[src/rtl/prime_bench_pkg.sv]
// Shared types for the primogen benchmark controller: FSM states and fail codes.
package prime_bench_pkg;

    typedef enum logic [2:0] {
        IDLE,
        ISSUE,
        WAIT,
        DONE,
        FAIL
    } state_t;

    typedef logic [1:0] fail_code_t;

    localparam fail_code_t FC_NONE      = 2'd0;
    localparam fail_code_t FC_EARLY_ERR = 2'd1;
    localparam fail_code_t FC_ORDER     = 2'd2;
    localparam fail_code_t FC_TIMEOUT   = 2'd3;

endpackage

[src/rtl/prime_bench_ctrl_if.sv]
// Request/result handshake between the benchmark controller and primogen.
interface prime_bench_ctrl_if #(
    parameter int W = 16
);
    logic         pg_go;
    logic         pg_ready;
    logic         pg_error;
    logic [W-1:0] pg_res;

    modport master (output pg_go, input pg_ready, input pg_error, input pg_res);
    modport slave  (input pg_go, output pg_ready, output pg_error, output pg_res);
endinterface

[src/rtl/prime_bench_ctrl_sat_counter.sv]
// Up-counter with synchronous clear that sticks at its maximum value instead of wrapping.
module sat_counter #(
    parameter int WIDTH = 32
) (
    input  logic             clk,
    input  logic             rst_n,
    input  logic             clear,
    input  logic             enable,
    output logic [WIDTH-1:0] count
);
    localparam logic [WIDTH-1:0] ONE = {{(WIDTH-1){1'b0}}, 1'b1};

    // NOTE: clocked state uses non-blocking assignments so every register samples pre-edge values.
    always_ff @(posedge clk or negedge rst_n) begin
        if (!rst_n) begin
            count <= '0;
        end else if (clear) begin
            count <= '0;
        end else if (enable && (count != '1)) begin
            count <= count + ONE;
        end
    end
endmodule

[src/rtl/prime_bench_ctrl.sv]
// Benchmark controller for primogen: issues requests, checks ordering, counts primes and cycles,
// and reports the outcome on sticky done/fail flags and status LEDs.
module prime_bench_ctrl
    import prime_bench_pkg::*;
#(
    parameter int          W         = 16,
    parameter int unsigned LIMIT     = 1000,
    parameter int unsigned MODE      = 0,
    parameter int unsigned TIMEOUT   = 65535,
    parameter int          NLED      = 5,
    parameter int          BLINK_LOG = 22
) (
    input  logic                      clk,
    input  logic                      rst_n,
    input  logic                      start,
    prime_bench_ctrl_if.master        pg,
    output logic [W-1:0]              last_prime,
    output logic [31:0]               prime_count,
    output logic [31:0]               cycles,
    output logic                      done,
    output logic                      fail,
    output fail_code_t                fail_code,
    output logic [NLED-1:0]           led
);
    localparam logic [BLINK_LOG:0] BLINK_ONE = {{BLINK_LOG{1'b0}}, 1'b1};

    state_t             state;
    state_t             state_nxt;
    fail_code_t         fc_nxt;
    logic               holdoff;
    logic               ready_eff;
    logic               order_ok;
    logic               accept;
    logic               timeout_hit;
    logic               start_run;
    logic [31:0]        wait_cnt;
    logic [BLINK_LOG:0] blink_cnt;

    // primogen registers pg_go, so its ready in the following cycle still reflects the old result
    assign ready_eff   = pg.pg_ready && !holdoff;
    assign order_ok    = (prime_count == 32'd0) ? (pg.pg_res >= W'(2)) : (pg.pg_res > last_prime);
    assign timeout_hit = (wait_cnt == (TIMEOUT - 32'd1));
    assign start_run   = (state == IDLE) && start;

    always_ff @(posedge clk or negedge rst_n) begin
        if (!rst_n) begin
            state <= IDLE;
        end else begin
            state <= state_nxt;
        end
    end

    always_comb begin
        // NOTE: every signal gets a default before the case so no path can infer a latch.
        state_nxt = state;
        fc_nxt    = FC_NONE;
        accept    = 1'b0;
        unique case (state)
            IDLE:  if (start) state_nxt = ISSUE;
            ISSUE: state_nxt = WAIT;
            WAIT: begin
                if (ready_eff) begin
                    if (pg.pg_error) begin
                        if (MODE == 1) begin
                            state_nxt = DONE;
                        end else begin
                            state_nxt = FAIL;
                            fc_nxt    = FC_EARLY_ERR;
                        end
                    end else if (!order_ok) begin
                        state_nxt = FAIL;
                        fc_nxt    = FC_ORDER;
                    end else begin
                        accept    = 1'b1;
                        state_nxt = ((MODE == 0) && ((prime_count + 32'd1) == LIMIT)) ? DONE : ISSUE;
                    end
                end else if (timeout_hit) begin
                    state_nxt = FAIL;
                    fc_nxt    = FC_TIMEOUT;
                end
            end
            default: state_nxt = state;
        endcase
    end

    always_comb begin
        pg.pg_go = (state == ISSUE);
        done     = (state == DONE);
        fail     = (state == FAIL);
        led      = '0;
        led[NLED-2:0] = last_prime[W-1 -: NLED-1];
        led[NLED-1]   = done || (fail && !blink_cnt[BLINK_LOG]);
    end

    always_ff @(posedge clk or negedge rst_n) begin
        if (!rst_n) begin
            holdoff    <= 1'b0;
            fail_code  <= FC_NONE;
            last_prime <= '0;
            blink_cnt  <= '0;
        end else begin
            holdoff <= (state == ISSUE);
            // fc_nxt is FC_NONE on every WAIT exit except into FAIL, so this latches the cause once
            if (state == WAIT) fail_code <= fc_nxt;
            if (accept) last_prime <= pg.pg_res;
            if (state == FAIL) blink_cnt <= blink_cnt + BLINK_ONE;
        end
    end

    sat_counter #(.WIDTH(32)) u_prime_cnt (
        .clk    (clk),
        .rst_n  (rst_n),
        .clear  (start_run),
        .enable (accept),
        .count  (prime_count)
    );

    sat_counter #(.WIDTH(32)) u_cycle_cnt (
        .clk    (clk),
        .rst_n  (rst_n),
        .clear  (start_run),
        .enable ((state == ISSUE) || (state == WAIT)),
        .count  (cycles)
    );

    // the holdoff cycle counts toward the timeout even though ready is ignored there
    sat_counter #(.WIDTH(32)) u_wait_cnt (
        .clk    (clk),
        .rst_n  (rst_n),
        .clear  (state == ISSUE),
        .enable ((state == WAIT) && !ready_eff),
        .count  (wait_cnt)
    );
endmodule

[src/flat_wrapper.sv]
// flat-port wrapper written by rule: the top's interface ports become plain ports
module prime_bench_ctrl_flat import prime_bench_pkg::*;
#(
    parameter int          W         = 16,
    parameter int unsigned LIMIT     = 1000,
    parameter int unsigned MODE      = 0,
    parameter int unsigned TIMEOUT   = 65535,
    parameter int          NLED      = 5,
    parameter int          BLINK_LOG = 22
)
  (clk, rst_n, start, last_prime, prime_count, cycles, done, fail, fail_code, led, pg_pg_go, pg_pg_ready, pg_pg_error, pg_pg_res);
  prime_bench_ctrl_if #(.W(W)) pg_i ();
  input  logic clk;
  input  logic rst_n;
  input  logic start;
  output logic [W-1:0] last_prime;
  output logic [31:0] prime_count;
  output logic [31:0] cycles;
  output logic done;
  output logic fail;
  output fail_code_t fail_code;
  output logic [NLED-1:0] led;
  output wire logic [$bits(pg_i.pg_go)-1:0] pg_pg_go;
  input wire logic [$bits(pg_i.pg_ready)-1:0] pg_pg_ready;
  input wire logic [$bits(pg_i.pg_error)-1:0] pg_pg_error;
  input wire logic [$bits(pg_i.pg_res)-1:0] pg_pg_res;
  assign pg_pg_go = pg_i.pg_go;
  assign pg_i.pg_ready = pg_pg_ready;
  assign pg_i.pg_error = pg_pg_error;
  assign pg_i.pg_res = pg_pg_res;
  prime_bench_ctrl #(.W(W), .LIMIT(LIMIT), .MODE(MODE), .TIMEOUT(TIMEOUT), .NLED(NLED), .BLINK_LOG(BLINK_LOG)) u_core (.clk(clk), .rst_n(rst_n), .start(start), .pg(pg_i), .last_prime(last_prime), .prime_count(prime_count), .cycles(cycles), .done(done), .fail(fail), .fail_code(fail_code), .led(led));
endmodule
[config.mk]
export PLATFORM = sky130hd
export DESIGN_NAME = prime_bench_ctrl_flat
export DESIGN_NICKNAME = d
export VERILOG_FILES = /design/src/rtl/prime_bench_pkg.sv /design/src/rtl/prime_bench_ctrl_if.sv /design/src/rtl/prime_bench_ctrl_sat_counter.sv /design/src/rtl/prime_bench_ctrl.sv /design/src/flat_wrapper.sv
export SDC_FILE = /design/constraint.sdc
export NUM_CORES = 1
export LEC_CHECK = 0
export CORE_UTILIZATION = 36
export CTS_CLUSTER_DIAMETER = 150
export DETAILED_ROUTE_END_ITERATION = 10
export PLACE_DENSITY = 0.59
export SYNTH_ARGS = -nofsm -noshare
export SYNTH_HDL_FRONTEND = slang
export SYNTH_SLANG_ARGS = --single-unit
[constraint.sdc]
create_clock -name clk -period 3.88 [get_ports clk]
set_input_delay 0.776 -clock clk [delete_from_list [all_inputs] [get_ports clk]]
set_output_delay 0.776 -clock clk [all_outputs]
set_load 0.005 [all_outputs]
=== Word-level counts from Yosys, hierarchy flattened ===
Cells that the tools add are included.

* Reductions and logical operators: 19
* Magnitude comparators: 2
* Equality and inequality tests: 11
* Add/subtract/negate cells: 4
* Muxes and demuxes: 22

{| class="wikitable"
|+ Operators with widths
! cell !! number
|-
| 32-bit two-way mux || 6
|-
| 32-bit by 1-bit adder with 32-bit output (second input constant) || 3
|-
| 32-bit inequality test (second input constant) || 3
|-
| 32-bit by 10-bit == test with 1-bit output (second input constant) || 1
|-
| 32-bit by 16-bit == test with 1-bit output (second input constant) || 1
|-
| 32-bit logical NOT || 1
|-
| 23-bit by 1-bit adder with 23-bit output (second input constant) || 1
|-
| 16-bit by 2-bit greater-or-equal comparator with 1-bit output (second input constant) || 1
|-
| 16-bit greater-than comparator || 1
|-
| 3-bit two-way mux || 5
|-
| 2-bit two-way mux || 5
|-
| 3-bit case mux with 3 select lines || 1
|-
| 1-bit logical AND || 7
|-
| 3-bit by 2-bit == test with 1-bit output (second input constant) || 2
|-
| 2-bit nonzero test || 3
|-
| 1-bit two-way mux || 5
|-
| 3-bit by 1-bit == test with 1-bit output (second input constant) || 1
|-
| 3-bit == test (second input constant) || 1
|-
| 1-bit logical NOT || 3
|-
| 3-bit logical NOT || 1
|-
| 3-bit by 1-bit inequality test with 1-bit output (second input constant) || 1
|-
| 3-bit AND reduction || 1
|-
| 3-bit nonzero test || 1
|-
| 1-bit logical OR || 2
|-
| 2-bit inequality test (second input constant) || 1
|}

* Output and inout bits: 90
* Register bits after elaboration: 141
* Logic and storage cells: 66

=== Logic depth before layout (Yosys ltp) ===
Gate-level depths: netlist of the first run.

* Depth in word-level cells: 9
* Gate-level depth with buffers: 11

=== Cells and area by module ===
From an unflattened synthesis of the first run, not the netlist that was laid out.

* Cell total of the unflattened synthesis: 928
* Area, all modules: 8,511.9 um2

{| class="wikitable"
|+ By module, submodules not included
! module !! instances !! cells each !! area an instance (um2) !! seq. area each (um2)
|-
| sat_counter || 3 || 198 || 1,854.3 || 800.8
|-
| prime_bench_ctrl || 1 || 334 || 2,949.1 || 1,126.1
|}

=== Worst setup path before layout of the first run ===
No wires, ideal clock.

* Kind: input -> register
* Start point: input pg_pg_res[15]
* End point: register u_core.last_prime[2]
* Arrival: 2,795 ps
* Slack: 960 ps
* Cell stages on the path: 9
* Required time: 3,755 ps
* Buffers on the path: 2
* Cells stage by stage: ha_1 nand4_1 or4_1 o21ai_0 a31oi_2 o211ai_2 buf_4 buf_2 mux2_2

* Word-level cells in the longest chain between the ends: 6
* Elaborated cells on any way between the ends: 7
* Classes of those cells: 2 x order compare; 5 x mux

{| class="wikitable"
|+ Ends and longest elaborated chain
! element !! RTL line !! RTL
|-
| start: declaration || flat_wrapper.sv:26 || <nowiki>input wire logic [$bits(pg_i.pg_res)-1:0] pg_pg_res;</nowiki>
|-
| 16-bit greater-than comparator or 16-bit by 2-bit greater-or-equal comparator with 1-bit output (tied branches) || prime_bench_ctrl.sv:41 || <nowiki>assign order_ok = (prime_count == 32'd0) ? (pg.pg_res >= W'(2)) : (pg.pg_res > last_prime);</nowiki>
|-
| 1-bit two-way mux (*) || prime_bench_ctrl.sv:41 ||
|-
| 1-bit two-way mux (*) || prime_bench_ctrl.sv:70 || <nowiki>end else if (!order_ok) begin</nowiki>
|-
| 1-bit two-way mux (*) || prime_bench_ctrl.sv:63 || <nowiki>if (pg.pg_error) begin</nowiki>
|-
| 1-bit two-way mux (*) || prime_bench_ctrl.sv:62 || <nowiki>if (ready_eff) begin</nowiki>
|-
| 1-bit two-way mux (*) || prime_bench_ctrl.sv:58 || <nowiki>unique case (state)</nowiki>
|-
| end signal: assignment || prime_bench_ctrl.sv:105 || <nowiki>if (accept) last_prime <= pg.pg_res;</nowiki>
|-
| end: declaration || prime_bench_ctrl.sv:17 || <nowiki>output logic [W-1:0] last_prime,</nowiki>
|}

Every way passes the cells marked *; elsewhere a longest branch is shown, timed or not.
A chain may end at the register's enable or synchronous reset.

=== Final worst setup path of the first run ===
* Start point: input pg_pg_res[15]
* End point: register u_core.u_prime_cnt.count[11]

* Word-level cells in the longest chain between the ends: 8
* Elaborated cells on any way between the ends: 9
* Classes of those cells: 2 x order compare; 5 x mux; 2 x reduce/logical

{| class="wikitable"
|+ Ends and longest elaborated chain
! element !! RTL line !! RTL
|-
| 16-bit greater-than comparator or 16-bit by 2-bit greater-or-equal comparator with 1-bit output (tied branches) || prime_bench_ctrl.sv:41 ||
|-
| 1-bit two-way mux (*) || prime_bench_ctrl.sv:41 ||
|-
| 1-bit two-way mux (*) || prime_bench_ctrl.sv:70 ||
|-
| 1-bit two-way mux (*) || prime_bench_ctrl.sv:63 ||
|-
| 1-bit two-way mux (*) || prime_bench_ctrl.sv:62 ||
|-
| 1-bit two-way mux (*) || prime_bench_ctrl.sv:58 ||
|-
| 1-bit logical AND (*) || prime_bench_ctrl_sat_counter.sv:19 || <nowiki>end else if (enable && (count != '1)) begin</nowiki>
|-
| 2-bit nonzero test (no source line) (*) || n/a ||
|-
| end signal: assignment || prime_bench_ctrl_sat_counter.sv:20 || <nowiki>count <= count + ONE;</nowiki>
|-
| end: declaration || prime_bench_ctrl_sat_counter.sv:9 || <nowiki>output logic [WIDTH-1:0] count</nowiki>
|}

Marked as above.

==> results of run 1 <==
metrics by stage:
step | utilization | hold slack, ns
floorplan | - | 0.438
global placement | 0.425 | 0.451
detailed placement | 0.425 | 0.456
CTS | 0.450 | 0.375
global route | 0.450 | 0.396
finish | 0.450 | 0.349
power by group:
part           switching [mW]  internal, mW  leakage, nW
clock network           0.644         0.915        0.278
logic                  0.0538        0.0334         2.21
registers            0.000418          1.47         1.75
total                   0.698          2.42         4.24
Yosys cell counts, types with 6 or more instances:
cell type | n | area share
clkbuf_1 | 15 | 0.0067
nand2_1 | 78 | 0.035
xor2_1 | 51 | 0.053
a211o_1 | 6 | 0.0063
a221o_1 | 18 | 0.022
inv_1 | 27 | 0.012
xnor2_1 | 35 | 0.037
nor2_1 | 89 | 0.040
mux2_2 | 19 | 0.026
and3_1 | 28 | 0.021
and4_1 | 18 | 0.019
buf_2 | 23 | 0.014
nor4b_1 | 6 | 0.0063
nor3_1 | 26 | 0.016
nor4_1 | 24 | 0.018
o21ai_0 | 26 | 0.016
nand4_1 | 52 | 0.039
and2_1 | 9 | 0.0067
a21oi_1 | 15 | 0.0090
ha_1 | 23 | 0.034
dfrtp_1 | 141 | 0.42
nand3_1 | 61 | 0.036
buf_4 | 10 | 0.0090
routing by layer:
metal,vias up,part of all wire,track usage
li1,3393,-,-
met4,0,0.013,0.0523
met3,21,0.030,0.0294
met5,-,0,0
met2,118,0.47,0.293
met1,3380,0.48,0.243
layout by cell type, fill, tap and decap left out, types with 4 or more instances in the layout:
master	count
a211o_1	6
a211oi_1	4
a21o_1	4
a21oi_1	15
a221o_1	18
a31oi_1	4
and2_1	9
and3_1	28
and4_1	18
buf_4	9
clkbuf_16	17
clkdlybuf4s50_1	109
clkinv_2	5
dfrtp_1	141
ha_1	23
inv_1	27
mux2_2	19
mux2i_1	5
nand2_1	78
nand2b_1	5
nand3_1	61
nand4_1	52
nor2_1	88
nor2b_1	4
nor3_1	26
nor4_1	24
nor4b_1	6
o211ai_1	4
o21ai_0	26
or3_1	4
or4_1	4
xnor2_1	35
xor2_1	51
kinds of logic (layout without fill, tap and decap cells):
logic type               Yosys count  in the layout
AO/OA/AOI/OAI                    104            104
XOR/XNOR                          86             86
adder cells (fa/ha/maj)           23             23
buffers and inverters             83            183
flip-flops                       141            141
multiplexers                      24             24
AND/OR/NAND/NOR                  429            429
critical path, cell delays in order:
cell,delay (ns)
clkdlybuf4s50_1,0.46
ha_1,0.34
nand4_1,0.17
a2111o_1,0.43
a31oi_2,0.27
o211a_2,0.37
a21oi_4,0.09
buf_12,0.17
a221o_1,0.34
sequential cells by signal, indices dropped and copies added (netlist names):
| name | count |
|---|---|
| u_core.u_cycle_cnt.count | 32 |
| u_core.u_prime_cnt.count | 32 |
| u_core.u_wait_cnt.count | 32 |
| u_core.blink_cnt | 23 |
| u_core.last_prime | 16 |
| u_core.state | 3 |
| u_core.fail_code | 2 |
| u_core.holdoff | 1 |
area by class of cell:
cell class,count,area share
Clock buffer,22,0.0455
Sequential cell,141,0.346
Clock inverter,10,0.00882
Tap cell,285,0.0349
Multi-Input combinational cell,666,0.434
Inverter,29,0.0107
Timing Repair Buffer,122,0.120
final timing paths:
| path | end | slack, ns |
|---|---|---|
| worst max-delay path | u_core.u_prime_cnt.count[11]$_DFFE_PN0P_ | 0.75 |
| worst min-delay path | u_core.u_prime_cnt.count[2]$_DFFE_PN0P_ | 0.35 |
| worst max register to register | u_core.state[1]$_DFFE_PN0P_ | 0.78 |
| worst min register to register | u_core.blink_cnt[20]$_DFFE_PN0P_ | 0.46 |
| max in group asynchronous | u_core.u_cycle_cnt.count[5]$_DFFE_PN0P_ | 2.77 |
| min in group clk | u_core.blink_cnt[20]$_DFFE_PN0P_ | 0.46 |
==> flow_summary.yaml, run 1 <==
logic_synthesis:
  synth_nets: 934
  synth-edff-count: 0
  synth-simple-area-share: 0.279
  synth_top_family_by_area: "simple AND/OR/NAND/NOR gates"
  synthAdderAreaFrac: 0.0344
  ys_types: 66
  netlist_instances: 890
  netlist_area_mm2: 0.00837
  synth_area_per_cell_um2: 9.40
  async_flop_share: 1.00
  yosysWarnings: 0
  synthMuxAreaShare: 0.0315
  yosys_most_used_dff: "dfrtp_1"
  yosysSeqAreaShare: 0.422
  synth_xor_area_frac: 0.0900
  ys_ff_latch: 141
  synth_compound_area_frac: 0.0943
timing:
  rsz0062_at_grt: "false"
  finalSetupTns_ns: 0
  layout_setup_ws_ns: 0.749
  clock.fmax_mhz: 319
  setup-violations-final: 0
  min_period_ns: 3.13
  skew_ns: 0.00984
  tightest_slew_ns: 0.783
  slew_viol_final: 0
  min_period_over_period: 0.807
  slew-limit-headroom: 0.478
  hold_viol_final: 0
place:
  dp_cells: 1243
  hpwl_mm: 14.7
  placed_cell_area_mm2: 0.00966
  portBuffers: 110
  place_congestion: 0.864
  place_ws_ns: 0.305
grt:
  grt_pass1_wl_mm: 34.2
  antenna_found_initial: 0
  track_usage: 0.179
  grt_pass1_vias: 6525
  grt_start_max_net_pins: 66
  grt_overflow: 0
final_layout:
  fin_cells: 1275
  fin_nets: 1021
  design_area_mm2: 0.0102
  drive_gt1_frac: 0.0939
  n_antenna_cell: 0
  multi_input_area_mm2: 0.00443
  area_delta_synth_final_pct: 22.0
  final-seq-area_mm2: 0.00353
  fillCellCount: 2172
detailed_routing:
  vias: 6912
  drt_iter0_drc: 385
  ant_nets: 0
  wl_per_cell_um: 16.2
  detailedRoute.firstPassIterationCount: 7
  via_per_inst: 5.42
  remaining_drc_errors: 0
  wl_mm: 20.6
setup_path:
  rr_startpoint: "u_core.u_prime_cnt.count[0]$_DFFE_PN0P_"
  cp.arrival_ns: 3.44
  start_kind: "input port"
  path_class: "input port to flip-flop"
  crit_start: "pg_pg_res[15]"
  crit_path_end_kind: "flip-flop"
  worst-path-max-fanout: 26
  r2r_cells: 8
  crit_required_ns: 4.18
cts:
  cts.clk_slew.worst_paths_ns: 0.06
  cts_inserted_buffers: 17
  cts_tree: "yes"
  cts.sinks: 141
  clockBufferDepth: 2
  clk_latency_ns: 0.42
  holdBufCountCts: 0
  cts-root-buf: "clkbuf_16"
  cts-htree-levels: 4
  cts_setup_buffers: 0
  post_cts_resized: 0
flow_run:
  drv_cap: 0
pwr:
  power_density_mw_per_mm2: 305
  p_leak_nw: 4.24
  p_total_mw: 3.12
  ir_drop_uv: 236
hold_path:
  hp-class: "input port to asynchronous set/reset pin"
floorplanning:
  dieWidth_um: 154
  coreArea_mm2: 0.0227
  io_pins: 111
  die_area_mm2: 0.0239
  initial_core_util: 0.369
  num_rows: 55
  fp.dieH_um: 154
outcome:
  status: "finished clean"
(Power assumes the default switching activity.)
==> run 2: changes to the inputs <==
Settings changed: PLACE_DENSITY 0.59 to 0.61.
Clock period 3.88 ns to 2.6 ns, I/O delays scaled along.
==> flow_summary.yaml, run 2 (synthesis results as in run 1) <==
setup_path:
  rrSetupSlack_ns: 0.03
  start_kind: "flip-flop"
  crit_required_ns: 2.90
  path_class: "flip-flop to flip-flop"
  crit_path_end_kind: "flip-flop"
  worst-path-max-fanout: 7
  cp.arrival_ns: 2.87
timing:
  slew_viol_final: 0
  clock.fmax_mhz: 389
  tightest_slew_ns: 0.750
  hold_viol_final: 0
  min_period_ns: 2.57
  skew_ns: 0.00989
  rsz0062_at_grt: "true"
  min_period_over_period: 0.989
  finalSetupTns_ns: 0
  setup-violations-final: 0
  slew-limit-headroom: 0.500
  layout_setup_ws_ns: 0.0279
  timing.hold.ws_ns: 0.0363
detailed_routing:
  remaining_drc_errors: 0
  drt_iter0_drc: 425
  vias: 7419
  wl_mm: 22.5
  ant_nets: 0
  via_per_inst: 5.36
  detailedRoute.firstPassIterationCount: 4
  wl_per_cell_um: 16.2
final_layout:
  n_antenna_cell: 0
  design_area_mm2: 0.0114
  area_delta_synth_final_pct: 35.7
  fillCellCount: 2147
  final_cell_mix: "dfrtp_1, buf_4, clkdlybuf4s50_1, nor2_1, nand2_1"
  drive_gt1_frac: 0.210
  final-seq-area_mm2: 0.00354
  multi_input_area_mm2: 0.00461
  final_core_util: 0.500
  reg_top3: "u_core.u_cycle_cnt.count: 32 flops, u_core.u_prime_cnt.count: 32 flops, u_core.u_wait_cnt.count: 32 flops"
  final_common_cell: "dfrtp_1"
  fin_cells: 1385
  fin_nets: 1131
floorplanning:
  num_rows: 55
  die_area_mm2: 0.0239
  fp.dieH_um: 154
  io_pins: 111
  dieWidth_um: 154
  coreArea_mm2: 0.0227
  initial_core_util: 0.369
place:
  placed_cell_area_mm2: 0.0104
  place_ws_ns: -0.643
  hpwl_mm: 16.2
  place_congestion: 0.844
  dp_cells: 1341
  portBuffers: 110
grt:
  antenna_found_initial: 0
  track_usage: 0.196
  grt_overflow: 0
  grt_start_max_net_pins: 49
  grt_pass1_wl_mm: 37.3
  grt_pass1_vias: 7135
hold_path:
  hp-class: "input port to asynchronous set/reset pin"
cts:
  cts-htree-levels: 4
  cts.clk_slew.worst_paths_ns: 0.06
  clockBufferDepth: 2
  cts-root-buf: "clkbuf_16"
  clk_latency_ns: 0.42
  cts_inserted_buffers: 17
  cts_tree: "yes"
  cts.sinks: 141
pwr:
  p_leak_nw: 4.90
  ir_drop_uv: 457
  power_density_mw_per_mm2: 432
  p_total_mw: 4.90
flow_run:
  drv_cap: 0
outcome:
  status: "finished clean"
## run 2: final cells by class
type / count / area share
Sequential cell: 141 / 0.311
Clock inverter: 8 / 0.00903
Multi-Input combinational cell: 666 / 0.406
Clock buffer: 24 / 0.0451
Timing Repair Buffer: 232 / 0.187
Inverter: 29 / 0.00981
Tap cell: 285 / 0.0314
## run 2: final timing paths
kind	from	end	cells past startpoint
worst max-delay path	u_core.last_prime[8]$_DFFE_PN0P_	u_core.u_prime_cnt.count[20]$_DFFE_PN0P_	11
worst min-delay path	rst_n	u_core.u_prime_cnt.count[4]$_DFFE_PN0P_	1
worst max register to register	u_core.last_prime[8]$_DFFE_PN0P_	u_core.u_prime_cnt.count[20]$_DFFE_PN0P_	11
worst min register to register	u_core.blink_cnt[13]$_DFFE_PN0P_	u_core.blink_cnt[13]$_DFFE_PN0P_	1
max in group asynchronous	rst_n	u_core.u_wait_cnt.count[22]$_DFFE_PN0P_	2
min in group clk	u_core.blink_cnt[13]$_DFFE_PN0P_	u_core.blink_cnt[13]$_DFFE_PN0P_	1
## run 2: what timing repair did
item,CTS,global route
hold buffers,0,0
setup endpoints to repair,47,39
setup buffers,3,9
cloned,1,0
pin swaps,19,14
resized for setup,26,33
## run 2: per-layer routing
metal | GRT usage | vias up | wire (um)
li1 | - | 3623 | -
met1 | 0.265 | 3639 | 10600
met2 | 0.323 | 139 | 10800
met3 | 0.0359 | 18 | 829
met4 | 0.0528 | 0 | 256
met5 | 0 | - | 0
## run 2: critical path, stage by stage (launching register included)
cell and delay, ns:
dfrtp_1 0.36, inv_1 0.05, ha_1 0.26, nand4_1 0.17, or4_4 0.59, o21ai_4 0.09, a31oi_4 0.06, o211ai_4 0.22
buf_8 0.19, buf_12 0.13, nor3_1 0.05, a221o_1 0.27
## run 2: power breakdown
| group | leakage (nW) | internal (mW) | switching, mW | total [mW] |
|---|---|---|---|---|
| combinational | 2.86 | 0.0670 | 0.0896 | 0.157 |
| clock | 0.299 | 1.57 | 0.977 | 2.55 |
| sequential | 1.74 | 2.20 | 0.000612 | 2.20 |
| total | 4.90 | 3.83 | 1.07 | 4.90 |
